**src/rtl/ins_queue_reg.sv**
```systemverilog
`default_nettype none
// ============================================================================
// Module   : ins_queue_reg
// Purpose  : Instruction register fed by a DEPTH-entry prefetch FIFO.
//            Fetched words enter through a valid/ready handshake. A loadIR
//            pulse pops one complete instruction (one or two words) into the
//            IR and splits it into opcode / immediate fields. Opcodes at or
//            above EXT_BASE carry a second word captured as ext_imm.
// Ports    : clk, rst_n          - clock, asynchronous active-low reset
//            in_valid/in_ready   - fetch handshake
//            ins_in              - instruction word from fetch
//            loadIR              - load next complete instruction into IR
//            flush               - discard queue and invalidate IR
//            out_valid           - IR holds a valid instruction
//            opcode, imed_reg    - IR fields
//            has_ext, ext_imm    - two-word flag and extension word
//            count               - words currently queued
// Revision : 1.0 - initial release
// ============================================================================
module ins_queue_reg #(
  parameter int IW       = 8,
  parameter int OPW      = 4,
  parameter int DEPTH    = 4,
  parameter int EXT_BASE = 12
) (
  input  logic                         clk,
  input  logic                         rst_n,
  input  logic                         in_valid,
  output logic                         in_ready,
  input  logic [IW-1:0]                ins_in,
  input  logic                         loadIR,
  input  logic                         flush,
  output logic                         out_valid,
  output logic [OPW-1:0]               opcode,
  output logic [IW-OPW-1:0]            imed_reg,
  output logic                         has_ext,
  output logic [IW-1:0]                ext_imm,
  output logic [$clog2(DEPTH+1)-1:0]   count
);

  localparam int AW = $clog2(DEPTH);
  localparam int CW = $clog2(DEPTH+1);
  // One extra bit so EXT_BASE = 2^OPW (two-word disabled) is representable.
  localparam logic [OPW:0] c_ext_base = (OPW+1)'(EXT_BASE);

  logic [IW-1:0]      r_mem [DEPTH];
  logic [AW-1:0]      r_rd;
  logic [AW-1:0]      r_wr;
  logic [CW-1:0]      r_count;

  logic               r_out_valid;
  logic [OPW-1:0]     r_opcode;
  logic [IW-OPW-1:0]  r_imed;
  logic               r_has_ext;
  logic [IW-1:0]      r_ext_imm;

  logic [IW-1:0]      w_head;
  logic [IW-1:0]      w_second;
  logic [AW-1:0]      w_rd_p1;
  logic               w_head_two;
  logic               w_complete;
  logic               w_push;
  logic               w_pop1;
  logic               w_pop2;
  logic [CW-1:0]      w_count_nxt;
  logic [AW-1:0]      w_rd_nxt;

  assign in_ready  = (r_count < CW'(DEPTH));
  assign w_push    = in_valid && in_ready;

  // DEPTH is a power of two, so the AW-bit increment wraps modulo DEPTH.
  assign w_rd_p1   = r_rd + AW'(1);
  assign w_head    = r_mem[r_rd];
  assign w_second  = r_mem[w_rd_p1];

  assign w_head_two = ({1'b0, w_head[IW-1:IW-OPW]} >= c_ext_base);
  assign w_complete = w_head_two ? (r_count >= CW'(2)) : (r_count != '0);

  // flush overrides any load; an incomplete head never pops.
  assign w_pop1 = !flush && loadIR && w_complete && !w_head_two;
  assign w_pop2 = !flush && loadIR && w_complete &&  w_head_two;

  always_comb begin
    w_count_nxt = r_count;
    w_rd_nxt    = r_rd;
    if (w_pop1) begin
      w_rd_nxt    = w_rd_p1;
      w_count_nxt = r_count - CW'(1);
    end else if (w_pop2) begin
      w_rd_nxt    = r_rd + AW'(2);
      w_count_nxt = r_count - CW'(2);
    end
    if (w_push) begin
      w_count_nxt = w_count_nxt + CW'(1);
    end
  end

  // Storage needs no reset: only words behind valid pointers are ever read
  // into the IR.
  always_ff @(posedge clk) begin
    if (w_push && !flush) begin
      r_mem[r_wr] <= ins_in;
    end
  end

  always_ff @(posedge clk or negedge rst_n) begin
    if (!rst_n) begin
      r_rd    <= '0;
      r_wr    <= '0;
      r_count <= '0;
    end else if (flush) begin
      r_rd    <= '0;
      r_wr    <= '0;
      r_count <= '0;
    end else begin
      r_rd    <= w_rd_nxt;
      r_count <= w_count_nxt;
      if (w_push) begin
        r_wr <= r_wr + AW'(1);
      end
    end
  end

  always_ff @(posedge clk or negedge rst_n) begin
    if (!rst_n) begin
      r_out_valid <= 1'b0;
      r_opcode    <= '0;
      r_imed      <= '0;
      r_has_ext   <= 1'b0;
      r_ext_imm   <= '0;
    end else if (flush) begin
      // Fields are kept so a debugger still sees the last instruction.
      r_out_valid <= 1'b0;
    end else if (loadIR) begin
      if (w_complete) begin
        r_out_valid <= 1'b1;
        r_opcode    <= w_head[IW-1:IW-OPW];
        r_imed      <= w_head[IW-OPW-1:0];
        r_has_ext   <= w_head_two;
        r_ext_imm   <= w_head_two ? w_second : '0;
      end else begin
        r_out_valid <= 1'b0;
      end
    end
  end

  assign out_valid = r_out_valid;
  assign opcode    = r_opcode;
  assign imed_reg  = r_imed;
  assign has_ext   = r_has_ext;
  assign ext_imm   = r_ext_imm;
  assign count     = r_count;

endmodule
`default_nettype wire

```
**config.mk**
```make
export PLATFORM = sky130hd
export DESIGN_NAME = ins_queue_reg
export DESIGN_NICKNAME = d
export VERILOG_FILES = /design/src/rtl/ins_queue_reg.sv
export SDC_FILE = /design/constraint.sdc
export NUM_CORES = 1
export LEC_CHECK = 0
export CAP_MARGIN = 40
export CORE_MARGIN = 5
export CORE_UTILIZATION = 30
export DETAILED_ROUTE_END_ITERATION = 10
export PLACE_DENSITY_LB_ADDON = 0.25
export SYNTH_ARGS = -nofsm -noshare
export SYNTH_HDL_FRONTEND = slang
export SYNTH_SLANG_ARGS = --single-unit
```
**constraint.sdc**
```tcl
create_clock -name clk -period 5.48 [get_ports clk]
set_input_delay 1.096 -clock clk [delete_from_list [all_inputs] [get_ports clk]]
set_output_delay 1.096 -clock clk [all_outputs]
set_load 0.1 [all_outputs]
```
==> impl_results.md, run 1 <==
- First-pass GRT wire length: 9320 um
- Clock Sink Count: 57
- RSZ-0062 raised after global routing: no
- Post-synth EDFFs: 32
- Setup TNS: 0 ns
- Required time worst endpoint: 5.72 ns
- GRT Total Usage: 10.8%
- Clock root buffer: clkbuf_8
- Port Buffers: 34
- Final WS setup: 2.40 ns
- Fmax: 0.325 GHz
- Endpoints failing setup: 0
- Synth Cell Area: 2670 um^2
- Status: finished clean
- Cell type of the slowest stage on the worst timing path: clkdlybuf4s50_1
- Final Hold Vio Count: 0
- Arr. time, crit path: 3.32 ns
- Area grow syn2layout: 36.6%
- Top post-synthesis cells by count: edfxtp_1, nand2_1, dfrtp_1, o21ai_0, nor2_1
- Final period util: 56.2%
- DRT Pass-1 Iters: 4
- Crit. End Element: flip-flop
- Via density: 4.67
- Max incr delay on CP: 0.58 ns
- Top cell type's share of synthesized area: 35.9%
- DRC violations left: 0
- Slew headroom: 61.9%
- Starting density of the core: 30.7%
- ANT nets after route: 0
- Clock transition at path regs: 0.06 ns
- Worst slew pin tran: 0.571 ns
- CTS tree: yes
- Vias in the first global route: 1843
- Slew Viols, Final: 0
- Setup bufs post-CTS: 0
- DR iter-0 viols: 58
- Sequential fraction of the synthesis area: 59.3%
- Post-Syn Nets: 245
- Cts bufs inserted: 9
- Nets: 304
- Die area: 10900 um^2
- Yosys cell types: 31
- Asr flop ratio synth: 43.9%
- Grt ovf: 0
- HP Class: flip-flop to flip-flop
- H-tree depth: 3
- Hold-fix buffers, CTS: 0
- Critical path class: input port to flip-flop
- Clock skew: 0.00790 ns
- Layout cells sized above 1: 18.5%
- IO Pins: 35
- Max Root-Sink Buffers: 2
- Flops & latches, synth: 57
- WL final: 5400 um
- Largest area contributor in the netlist: edfxtp_1
- Max FO, Critical Path: 11
- CP Launch Type: input port
- Worst-Skew Late Latency: 0.33 ns
- Core ar.: 8720 um^2
- Die W: 104 um
- Die Span Y: 104 um
- Yosys warns: 0
- CP top delay family: simple AND/OR/NAND/NOR gates
- Most instantiated library cell after synthesis: edfxtp_1
- CP cell instances: clkdlybuf4s50_1 > nand2b_1 > a221oi_4 > xnor2_1 > ha_1 > nand2_1 > or4_1 > o211ai_1
- Buf/Inv on CP: 1
- Synth area leaders: edfxtp_1, dfrtp_1, mux2i_1
- Initial antenna violation count: 0
- Fin util: 41.9%
- Largest Register: r_mem
- Diode count: 0
- Routability cong.: 0.749
- Avg Cell Area, Syn: 12.0 um^2
- Num rows: 34
- Max_cap viols: 0
- Gates resized, CTS repair: 0
- Final HPWL from detailed placement: 3850 um
- Ys flop type: edfxtp_1
- Drt wl/cell: 13.7 um
- Largest net degree at the start of global routing: 35
- Place WS: 2.09 ns
- Max FFs per register: 32
- Fin crit period: 3.08 ns
- DR vias: 1845
- Post-Synthesis Cells: 223
==> area by class of cell <==
cell class              instances  area, um^2
inverters                       8        30.0
repair buffers                 60         708
multi-input cells             146        1000
flip-flops and latches         57        1590
well taps                     108         135
clock inverters                 4        45.0
fillers                       805        5070
clock buffers                  12         145
==> cells by family after synthesis <==
logic type | count (synthesis) | share of synthesized area [%]
AND/OR/NAND/NOR | 63 | 10.5
flip-flops | 57 | 59.3
AO/OA/AOI/OAI | 46 | 11.1
multiplexers | 23 | 9.97
buffers and inverters | 20 | 3.18
adder cells (fa/ha/maj) | 9 | 4.21
XOR/XNOR | 5 | 1.64
==> per-stage QoR <==
stage	std cells	instance area (um^2)	hold WS [ns]
floorplan	223	2670	0.562
global placement	356	3120	0.463
detailed placement	379	3460	0.466
CTS	395	3650	0.480
global route	395	3650	0.513
finish	395	3650	0.474
==> placed cells by master (no fill, tap or decap), drive strengths merged <==
cell type      netlist  layout
nor2                14      14
or2                  1       1
ha                   9       9
bufinv               0       1
o211ai               6       6
clkinv               0       3
clkdlybuf4s50        0      34
or3                  2       2
o31ai                6       6
clkbuf               8      12
o21ai               18      18
or4                  1       1
nand2               30      30
nor2b                3       3
o2111a               1       1
mux2i               12      12
and3                 5       5
a221oi               2       2
a22o                 1       1
xnor2                5       5
o21bai               1       1
dfrtp               25      25
inv                  8       8
nand2b               2       2
nand3                5       5
edfxtp              32      32
buf                  4      26
mux4                 2       2
a21oi               11      11
mux2                 9       9
==> metal layers <==
| metal | part of all wire [%] | wire length (um) | global-route usage [%] |
|---|---|---|---|
| met3 | 5.0 | 269 | 2.55 |
| met1 | 47 | 2520 | 14.0 |
| met5 | 0 | 0 | 0 |
| met2 | 46 | 2500 | 16.3 |
| met4 | 2.2 | 119 | 6.38 |
==> worst paths after layout <==
kind | slack (ns) | to | start | cells after the start
min reg2reg | 0.47 | ext_imm[4]$_DFFE_PN0N_ | ext_imm[4]$_DFFE_PN0N_ | 2
max reg2reg | 2.46 | count[2]$_DFF_PN0_ | r_rd[1]$_DFFE_PN0P_ | 8
max in group asynchronous | 4.08 | r_rd[1]$_DFFE_PN0P_ | rst_n | 2
min | 0.47 | ext_imm[4]$_DFFE_PN0N_ | ext_imm[4]$_DFFE_PN0N_ | 2
max | 2.40 | count[2]$_DFF_PN0_ | flush | 8
min in group asynchronous | 1.14 | r_wr[0]$_DFFE_PN0P_ | rst_n | 2
==> tightest hold or removal path, delay by kind of cell (launching register included) <==
family             cells  cell delay (ns)
AOI/OAI and AO/OA      1             0.05
DFF                    1             0.34
and+or+nand+nor        1             0.05
Power of run 1 is not shown: default switching activity piles up to over one toggle a cycle in this logic, so the estimate is an artifact.
==> run 2: changes to the inputs <==
==> constraint.sdc (replaced) <==
create_clock -name clk -period 2.8 [get_ports clk]
set_input_delay 0.56 -clock clk [delete_from_list [all_inputs] [get_ports clk]]
set_output_delay 0.56 -clock clk [all_outputs]
set_load 0.1 [all_outputs]
==> run 2 against run 1 <==
Largest cell class unchanged. Critical endpoint unchanged. Global-route usage is 0.27 points higher. Clock skew rose by 0.0048 ns. Core utilization shrank 3.7 points. Critical path type is now flip-flop to flip-flop. Wire length rose by 5.0%. Die area stayed put.
==> impl_results.md, run 2 (synthesized netlist as in run 1, its figures left out) <==
- Max FFs per register: 32 (unchanged)
- Cell type of the slowest stage on the worst timing path: mux4_2
- Required time worst endpoint: 3.04 ns (-2.68 ns)
- Grt ovf: 0 (unchanged)
- ANT nets after route: 0 (unchanged)
- Die Span Y: 104 um (unchanged)
- Reg2reg end: count[2]$_DFF_PN0_
- Clock root buffer: clkbuf_8
- Gates resized, CTS repair: 0 (unchanged)
- Critical path class: flip-flop to flip-flop
- Via density: 4.72 (+1.2%)
- Cts bufs inserted: 9 (unchanged)
- Fmax: 0.388 GHz
- Nets: 287 (-5.6%)
- Slew headroom: 66.3% (+4.4 points)
- Place WS: 0.122 ns (-1.97 ns)
- Fin crit period: 2.58 ns
- DR vias: 1786 (-3.2%)
- Num rows: 34 (unchanged)
- Fill count: 845 (+5.0%)
- H-tree depth: 3 (unchanged)
- Arr. time, crit path: 2.82 ns (-0.50 ns)
- DRT Pass-1 Iters: 4 (unchanged)
- Final Cell Area: 3330 um^2 (-8.7%)
- Starting density of the core: 30.7% (unchanged)
- Min-delay src: ext_imm[1]$_DFFE_PN0N_
- Max_cap viols: 0 (unchanged)
- Vias in the first global route: 1816 (-1.5%)
- DRC violations left: 0 (unchanged)
- HP Class: flip-flop to flip-flop
- Diode count: 0 (unchanged)
- CP Launch Type: flip-flop
- First-pass GRT wire length: 9470 um (+1.6%)
- Hold-fix buffers, CTS: 0 (unchanged)
- FF-to-FF path depth: 7 (-1)
- Buf/Inv on CP: 0 (-1)
- WL final: 5670 um (+5.0%)
- CP top delay family: multiplexers
- Clock skew: 0.0127 ns (+0.00479 ns)
- Port Buffers: 34 (unchanged)
- Routability cong.: 0.829 (+11%)
- Largest net degree at the start of global routing: 35 (unchanged)
- Most frequent cells in the layout: edfxtp_1, buf_4, nand2_1
- Die W: 104 um (unchanged)
- CTS tree: yes
- Die area: 10900 um^2 (unchanged)
- Max Root-Sink Buffers: 2 (unchanged)
- Setup bufs post-CTS: 0 (unchanged)
- GRT Total Usage: 11.1% (+0.27 points)
- Crit. End Element: flip-flop
- Initial antenna violation count: 0 (unchanged)
- Cell area after placement: 3140 um^2 (-9.4%)
- Final HPWL from detailed placement: 4050 um (+5.3%)
- Max incr delay on CP: 0.63 ns (+0.05 ns)
- Clock transition at path regs: 0.07 ns (about the same)
- Setup TNS: 0 ns (unchanged)
- Fin util: 38.2% (-3.7 points)
- Worst min-delay path endpoint: ext_imm[1]$_DFFE_PN0N_
- IO Pins: 35 (unchanged)
- Hold Path Stages: 2 (unchanged)
- Worst-Skew Late Latency: 0.33 ns (about the same)
- Drt wl/cell: 15.0 um (+9.8%)
- FF-to-FF Start: r_rd[0]$_DFFE_PN0P_
- Max FO, Critical Path: 6 (-5)
- Slew Viols, Final: 0 (unchanged)
- Worst slew pin tran: 0.505 ns (-0.0656 ns)
- Layout cells sized above 1: 24.4% (+6.0 points)
- RSZ-0062 raised after global routing: no
- Reg-to-reg setup timing slack: 0.22 ns (-2.24 ns)
- Core ar.: 8720 um^2 (unchanged)
- Final period util: 92.1%
- Final WS setup: 0.221 ns (-2.18 ns)
- Status: finished clean
- DR iter-0 viols: 59 (+1.7%)
- Largest Register: r_mem
- Final Hold Vio Count: 0 (unchanged)
- CP Depth: 7 (-1)
- Clock Sink Count: 57 (unchanged)
- CP cell instances: mux4_2 > a221oi_4 > xnor2_1 > ha_2 > nand2_2 > or4_1 > o211ai_1
- Endpoints failing setup: 0 (unchanged)
- Area grow syn2layout: 24.7%
- Commonest non-fill, non-tap cell in the layout: edfxtp_1
run 2: changes by cell type in the layout (fill, tap and decap cells not counted), moves of 2 or more:
cell / change
clkdlybuf4s50_1: -22
ha_2: +2
ha_1: -2
buf_4: +28
buf_8: -23
clkinvlp_4: +2
run 2: worst max-delay path by stage:
stage / to / from / slack, ns
2_1_floorplan: count[2]$_DFF_PN0_ / count[2]$_DFF_PN0_ / -0.34
6_report: count[2]$_DFF_PN0_ / r_rd[0]$_DFFE_PN0P_ / 0.22
5_1_grt: count[2]$_DFF_PN0_ / r_rd[0]$_DFFE_PN0P_ / 0.07
3_3_place_gp: count[2]$_DFF_PN0_ / flush / 0.19
4_1_cts: count[2]$_DFF_PN0_ / r_rd[0]$_DFFE_PN0P_ / 0.19
3_5_place_dp: count[2]$_DFF_PN0_ / flush / 0.12
run 2: worst reg2reg max path: cells and delay by family, from the launching register on:
| kind | cells | cell delay, ns |
|---|---|---|
| compound gates | 2 | 0.53 |
| simple gates | 2 | 0.45 |
| flops | 1 | 0.42 |
| mux | 1 | 0.63 |
| fa+ha+maj | 1 | 0.24 |
| xor+xnor | 1 | 0.23 |
run 2: per-layer routing:
metal / wire, um / share of wire (%) / track usage, % / vias to the layer above
met2: 2640 / 47 / 16.3 / 39
met4: 106 / 1.9 / 6.11 / 0
li1: - / - / - / 890
met5: 0 / 0 / 0 / -
met1: 2710 / 48 / 14.8 / 849
met3: 218 / 3.8 / 2.73 / 8
run 2: layout make-up:
| cell class | instances | area (um^2) | area share, % |
|---|---|---|---|
| Tap cell | 108 | 135 | 4.05 |
| Sequential cell | 57 | 1590 | 47.7 |
| Inverter | 8 | 33.8 | 1.01 |
| Multi-Input combinational cell | 146 | 1020 | 30.7 |
| Clock inverter | 5 | 56.3 | 1.69 |
| Timing Repair Buffer | 43 | 353 | 10.6 |
| Clock buffer | 11 | 141 | 4.24 |
run 2: metrics by stage:
stage | hold slack, ns | instances
final | 0.482 | 378
after CTS | 0.491 | 378
after detailed placement | 0.476 | 362
after floorplan | 0.264 | 223
after global placement | 0.464 | 362
after global routing | 0.519 | 378
Power of run 2 is left out for the same reason.
